File: config.mk
export PLATFORM = sky130hd
export DESIGN_NAME = viterbi_decoder
export DESIGN_NICKNAME = d
export VERILOG_FILES = /design/src/rtl/viterbi_pkg.sv /design/src/rtl/viterbi_acs_unit.sv /design/src/rtl/viterbi_decoder.sv
export SDC_FILE = /design/constraint.sdc
export NUM_CORES = 1
export LEC_CHECK = 0
export CAP_MARGIN = 20
export CORE_MARGIN = 2
export CORE_UTILIZATION = 37
export CTS_CLUSTER_DIAMETER = 40
export DETAILED_ROUTE_END_ITERATION = 10
export SLEW_MARGIN = 40
export SYNTH_ARGS = -nofsm -noshare
export SYNTH_HDL_FRONTEND = slang
export SYNTH_SLANG_ARGS = --single-unit
File: constraint.sdc
create_clock -name clk -period 11.3 [get_ports clk]
set_clock_uncertainty 0.1 [all_clocks]
set_input_delay 2.825 -clock clk [delete_from_list [all_inputs] [get_ports clk]]
set_output_delay 2.825 -clock clk [all_outputs]
set_load 0.1 [all_outputs]
File: src/rtl/viterbi_pkg.sv
// Shared definitions for the rate-1/2, K=3 (7,5 octal) hard-decision Viterbi decoder.
// The optional best-metric output is built only when VITERBI_METRIC_OUT_EN is defined.
package viterbi_pkg;

    localparam int N_SYM = 8;   // coded symbols per block
    localparam int MW    = 5;   // path-metric width, 2^MW > 2*N_SYM
    localparam int NS    = 4;   // trellis states
    localparam int CW    = $clog2(N_SYM);

    localparam logic [2:0]    G0      = 3'b111;
    localparam logic [2:0]    G1      = 3'b101;
    localparam logic [MW-1:0] MET_MAX = '1;

    typedef enum logic [1:0] {
        IDLE  = 2'd0,
        ACS   = 2'd1,
        TRACE = 2'd2,
        DONE  = 2'd3
    } fsm_state_t;

    // Encoder output pair {g0,g1} for input u leaving state {s1,s2}.
    function automatic logic [1:0] enc_pair(input logic [1:0] st, input logic u);
        logic [2:0] shreg;
        shreg = {u, st};
        return {^(shreg & G0), ^(shreg & G1)};
    endfunction

endpackage

File: src/rtl/viterbi_acs_unit.sv
// Combinational add-compare-select over the 4-state trellis for one received symbol.
// State {u,s1} has predecessors {s1,0} and {s1,1}; ties keep the lower-index predecessor.
module viterbi_acs_unit
    import viterbi_pkg::*;
(
    input  logic [NS-1:0][MW-1:0] metric_in,
    input  logic [1:0]            sym,
    output logic [NS-1:0][MW-1:0] metric_out,
    output logic [NS-1:0]         dec
);

    logic [NS-1:0][MW-1:0] cand0;
    logic [NS-1:0][MW-1:0] cand1;

    // Predecessor metric plus Hamming branch metric, saturating at all ones.
    function automatic logic [MW-1:0] path_cand(input logic [MW-1:0] m,
                                                input logic [1:0]    ps,
                                                input logic          u,
                                                input logic [1:0]    rx);
        logic [1:0] diff;
        logic [MW:0] sum;
        diff = enc_pair(ps, u) ^ rx;
        sum  = {1'b0, m} + (MW+1)'(diff[0]) + (MW+1)'(diff[1]);
        if (sum > {1'b0, MET_MAX})
            return MET_MAX;
        else
            return sum[MW-1:0];
    endfunction

    // Evaluate both predecessors of every state and keep the survivor.
    always_comb begin
        cand0      = '0;
        cand1      = '0;
        metric_out = '0;
        dec        = '0;
        for (int s = 0; s < NS; s++) begin
            cand0[s]      = path_cand(metric_in[(s % 2) * 2],     2'((s % 2) * 2),     s >= 2, sym);
            cand1[s]      = path_cand(metric_in[(s % 2) * 2 + 1], 2'((s % 2) * 2 + 1), s >= 2, sym);
            dec[s]        = (cand1[s] < cand0[s]);
            metric_out[s] = dec[s] ? cand1[s] : cand0[s];
        end
    end

endmodule

File: src/rtl/viterbi_decoder.sv
// Block Viterbi decoder: captures one 16-bit coded block, runs N_SYM ACS steps,
// then N_SYM traceback steps, and parks in DONE with a sticky done_flag until rst.
// Define VITERBI_METRIC_OUT_EN to add the best_metric output (minimum final metric).
// Handshake: en is a plain clock enable; en=0 freezes every register in every state.
module viterbi_decoder
    import viterbi_pkg::*;
(
    input  logic                 clk,
    input  logic                 rst,
    input  logic                 en,
    input  logic [2*N_SYM-1:0]   data,
    output logic [N_SYM-1:0]     data_out,
    output logic                 done_flag
`ifdef VITERBI_METRIC_OUT_EN
    , output logic [MW-1:0]      best_metric
`endif
);

    localparam logic [CW-1:0] LAST = CW'(N_SYM - 1);

    fsm_state_t            state, next_state;
    logic [2*N_SYM-1:0]    data_reg;
    logic [NS-1:0][MW-1:0] metric;
    logic [NS-1:0][MW-1:0] acs_metric;
    logic [NS-1:0]         acs_dec;
    logic [NS-1:0]         dec_mem [N_SYM];
    logic [CW-1:0]         cnt;
    logic [CW-1:0]         step_k;
    logic [1:0]            tb_state;
    logic [1:0]            cur_state;
    logic [1:0]            best_state;
    logic [MW-1:0]         best_val;

    // Symbol under decode is always the top pair; the register shifts left each ACS step.
    viterbi_acs_unit u_acs (
        .metric_in  (metric),
        .sym        (data_reg[2*N_SYM-1 -: 2]),
        .metric_out (acs_metric),
        .dec        (acs_dec)
    );

    // Lowest-metric state, lowest index on a tie.
    always_comb begin
        best_state = '0;
        best_val   = metric[0];
        for (int s = 1; s < NS; s++) begin
            if (metric[s] < best_val) begin
                best_val   = metric[s];
                best_state = 2'(s);
            end
        end
    end

    // Traceback walks steps N_SYM-1 down to 0; the first step starts at the best state.
    always_comb begin
        step_k    = LAST - cnt;
        cur_state = (cnt == '0) ? best_state : tb_state;
    end

    // FSM state register.
    always_ff @(posedge clk or posedge rst) begin
        if (rst)
            state <= IDLE;
        else if (en)
            state <= next_state;
    end

    // FSM next-state logic.
    always_comb begin
        next_state = state;
        case (state)
            IDLE:    next_state = ACS;
            ACS:     if (cnt == LAST) next_state = TRACE;
            TRACE:   if (cnt == LAST) next_state = DONE;
            DONE:    next_state = DONE;
            default: next_state = IDLE;
        endcase
    end

    // FSM outputs.
    always_comb begin
        done_flag = (state == DONE);
    end

    // Datapath: capture, metric/survivor update, and traceback fill of data_out.
    always_ff @(posedge clk or posedge rst) begin
        if (rst) begin
            data_reg <= '0;
            cnt      <= '0;
            tb_state <= '0;
            data_out <= '0;
            for (int s = 0; s < NS; s++)
                metric[s] <= (s == 0) ? '0 : MET_MAX;
            for (int i = 0; i < N_SYM; i++)
                dec_mem[i] <= '0;
        end else if (en) begin
            case (state)
                IDLE: begin
                    data_reg <= data;
                end
                ACS: begin
                    data_reg     <= data_reg << 2;
                    metric       <= acs_metric;
                    dec_mem[cnt] <= acs_dec;
                    cnt          <= (cnt == LAST) ? '0 : cnt + 1'b1;
                end
                TRACE: begin
                    data_out[cnt] <= cur_state[1];
                    tb_state      <= {cur_state[0], dec_mem[step_k][cur_state]};
                    cnt           <= (cnt == LAST) ? '0 : cnt + 1'b1;
                end
                default: ;
            endcase
        end
    end

`ifdef VITERBI_METRIC_OUT_EN
    // Latch the final minimum metric on the first traceback step.
    always_ff @(posedge clk or posedge rst) begin
        if (rst)
            best_metric <= '0;
        else if (en && state == TRACE && cnt == '0)
            best_metric <= best_val;
    end
`endif

endmodule

==> Implementation_results.wiki <==
{| class="wikitable"
! Metric !! Value
|-
| Mapped Area || around 5800 µm²
|-
| Number of synthesis warnings || 0
|-
| Aggregate routed wire length || 13.5 mm
|-
| H-tree depth reported by CTS || 3
|-
| Outcome || finished, final reports clean
|-
| Number of antenna violations at the first check in global routing || 0
|-
| Max-slew violation count || 0
|-
| Crit-path max FO || 11
|-
| Crit path setup slack, layout || 5.96 ns
|-
| Number of vias after detailed routing || around 4.5k
|-
| Clock tree from TritonCTS || built
|-
| Min cycle time layout || 5.34 ns
|-
| Initial Util || 38.1%
|-
| Post-DRT Antenna Nets || 0
|-
| Worst setup EP type || register
|-
| Main combinational cell family by area after synthesis || compound AO/OA/AOI/OAI gates
|-
| Slew Limit Headroom || 58.1%
|-
| Post-synth ARST share || 100%
|-
| Setup TNS || 0 ns
|-
| Hold-fix buffers at CTS || 0
|-
| Fill cell count || 1470
|-
| Tot GR Track Use || 17.4%
|-
| Detailed-route DRC error count || 0
|-
| Library cell with the highest instance count after synthesis || sky130_fd_sc_hd__dfrtp_1
|-
| Master cell of the clock root buffer || sky130_fd_sc_hd__clkbuf_16
|-
| Worst hold path class || register to register
|-
| Number of flip-flops under the largest register name || 32
|-
| Number of vias per cell after detailed routing || around 5.4
|-
| Routed wire length per instance || about 16 µm
|-
| Postcts setup bufs || 0
|-
| Worst-skew pair later-pin latency || 0.34 ns
|-
| Number of nets at the end of the flow || 683
|-
| I/O pin count || 28
|-
| Share of synthesized cell area in full adder, half adder and majority cells || around 12%
|-
| Area growth from synthesis to layout || 12.6%
|-
| Fin cells || 828
|-
| XOR/XNOR share of the synthesized area || 0.603%
|-
| Max-cap violations || 0
|-
| Clock tree sinks || 83
|-
| Core region area || 15300 µm²
|-
| Worst EP required || 11.42 ns
|-
| Arrival time of the worst setup path || 5.46 ns
|-
| Simple-gate share of the synthesized area || 15.6%
|-
| Total global routing overflow || 0
|-
| Register area share after synthesis || 36.1%
|-
| Post-route clock period utilization || between 40% and 50%
|-
| Final Setup Violations || 0
|-
| Compound-cell area share of the yosys netlist || 15.9%
|-
| Peak Freq || roughly 0.19 GHz
|-
| Die width || around 130 µm
|-
| CTS buffer count || 9
|-
| Total of cells resized after clock tree synthesis || 0
|-
| Slew @ Worst Pin || 0.629 ns
|-
| Worst-path clk slew || 0.06 ns
|-
| Setup repair after global routing missed its margin || no
|-
| # placed instances || 811
|-
| Yosys top cell by area || sky130_fd_sc_hd__dfrtp_1
|-
| Y dimension of the die || ~130 µm
|-
| Cell variety after synth || 60
|-
| Number of cells produced by synthesis || 606
|-
| Die area || 16700 µm²
|-
| Worst slack, placed || 6.06 ns
|-
| Diode count || 0
|-
| Top cell type's share of synthesized area || 29.3%
|-
| Buffers from clock root to sink, at most || 2
|-
| Net count of the mapped netlist || ~680
|-
| Via count of the first global-routing pass || 4671
|-
| Gp weighted congestion || 0.870
|-
| Fin. Hold Viols || 0
|-
| Number of core rows || 45
|-
| Global-route wire length before repair || 23.1 mm
|-
| Most used flip-flop cell after synthesis || sky130_fd_sc_hd__dfrtp_1
|-
| Startpoint types || register
|-
| FF+latch count, synth || a little over 80
|-
| Pin count of the biggest net entering global routing || 84
|-
| Ranking of synthesized cells by instance count || sky130_fd_sc_hd__dfrtp_1 (68), sky130_fd_sc_hd__nand2_1 (47), sky130_fd_sc_hd__mux2_2 (45)
|-
| Portion of netlist area occupied by mux cells || between 15 and 20%
|-
| DRT Pass-1 Iters || 4
|-
| Number of buffers added on ports || 27
|-
| Count of flip-flops with a built-in enable after synthesis || 0
|-
| Fraction of final layout cells sized beyond drive strength 1 || 18.3%
|-
| Crit Path Class || register to register
|-
| Average instance area after synthesis || 9.58 µm²
|-
| Iter 0 DRT Violations || 207
|-
| Cell types occupying the most area after synthesis || sky130_fd_sc_hd__dfrtp_1 (29%), sky130_fd_sc_hd__ha_1 (9.5%), sky130_fd_sc_hd__mux2_2 (8.7%)
|-
| DP Wirelength || roughly 9.9 mm
|}
cells in the final DEF, fill, tap and decap left out, types with 8 or more instances in the layout:
master                            count
sky130_fd_sc_hd__clkbuf_16            9
sky130_fd_sc_hd__o21ai_0             35
sky130_fd_sc_hd__a21oi_1             40
sky130_fd_sc_hd__buf_2                9
sky130_fd_sc_hd__nor2_1              42
sky130_fd_sc_hd__inv_1               24
sky130_fd_sc_hd__ha_1                43
sky130_fd_sc_hd__dfrtp_1             67
sky130_fd_sc_hd__nand2b_1             9
sky130_fd_sc_hd__mux2_2              45
sky130_fd_sc_hd__dfstp_2             15
sky130_fd_sc_hd__mux2i_1             28
sky130_fd_sc_hd__clkdlybuf4s50_1     18
sky130_fd_sc_hd__fa_1                 8
sky130_fd_sc_hd__nand3_1             25
sky130_fd_sc_hd__nand2_1             46
sky130_fd_sc_hd__a31oi_1             10
sky130_fd_sc_hd__nor3_1              18
critical path: stages (launching register included):
cell and delay (ns):
sky130_fd_sc_hd__dfrtp_1 0.58, sky130_fd_sc_hd__inv_1 0.14, sky130_fd_sc_hd__ha_1 0.32, sky130_fd_sc_hd__nand2_1 0.06
sky130_fd_sc_hd__o21ai_1 0.22, sky130_fd_sc_hd__a21bo_2 0.29, sky130_fd_sc_hd__mux2i_1 0.34, sky130_fd_sc_hd__ha_1 0.33
sky130_fd_sc_hd__a21oi_1 0.22, sky130_fd_sc_hd__o21ai_1 0.22, sky130_fd_sc_hd__a211o_1 0.41, sky130_fd_sc_hd__nand3_1 0.14
sky130_fd_sc_hd__o31ai_1 0.09, sky130_fd_sc_hd__ha_1 0.32, sky130_fd_sc_hd__and4_1 0.24, sky130_fd_sc_hd__and2_1 0.16
sky130_fd_sc_hd__a31o_2 0.31, sky130_fd_sc_hd__a41oi_4 0.36, sky130_fd_sc_hd__nor2_2 0.07, sky130_fd_sc_hd__a211o_1 0.29
worst paths after layout:
check,start,endpoint,slack [ns],depth (start not counted)
worst min register to register,data_reg[10]$_DFFE_PP0P_,data_reg[10]$_DFFE_PP0P_,0.38,2
worst max-delay path,metric[2]$_DFFE_PP0P_,tb_state[0]$_DFFE_PP0P_,5.96,19
worst max register to register,metric[2]$_DFFE_PP0P_,tb_state[0]$_DFFE_PP0P_,5.96,19
min in group asynchronous,rst,data_out[7]$_DFFE_PP0P_,2.73,3
max in group asynchronous,rst,metric[9]$_DFFE_PP1P_,7.75,4
worst min-delay path,data_reg[10]$_DFFE_PP0P_,data_reg[10]$_DFFE_PP0P_,0.38,2
logic make-up (layout without fill, tap and decap cells):
logic type                 count (synthesis)  in the layout
AOI/OAI and AO/OA                        145            145
xor gates and xnor gates                   4              4
adders and majority gates                 52             52
buffers and inverters                     60             71
DFF                                       83             83
muxes                                     77             77
and+or+nand+nor                          185            185
cell type report:
type	instances	area (µm²)	area share (%)
well taps	211	264	4.04
multi-input cells	463	3460	52.9
inverters	25	95.1	1.45
clock buffers	9	225	3.45
flip-flops and latches	83	2100	32.1
clock inverters	7	124	1.90
repair buffers	30	272	4.15
metal layers:
metal  vias up  global-route usage [%]  share of wire (%)
li1       2210                       -                  -
met1      2178                    22.7                 47
met2        86                    28.9                 48
met3        17                    2.60                3.6
met4         0                    7.67                1.6
met5         -                       0                  0
metrics by stage:
stage | instance area, µm² | hold WS (ns) | util, %
floorplan | 5810 | 0.344 | -
global placement | 6190 | 0.363 | 40.6
detailed placement | 6160 | 0.370 | 40.4
CTS | 6510 | 0.384 | 42.6
global route | 6540 | 0.408 | 42.8
finish | 6540 | 0.377 | 42.8
Power is not shown: default switching activity piles up to over one toggle a cycle in this logic, so the estimate is an artifact.
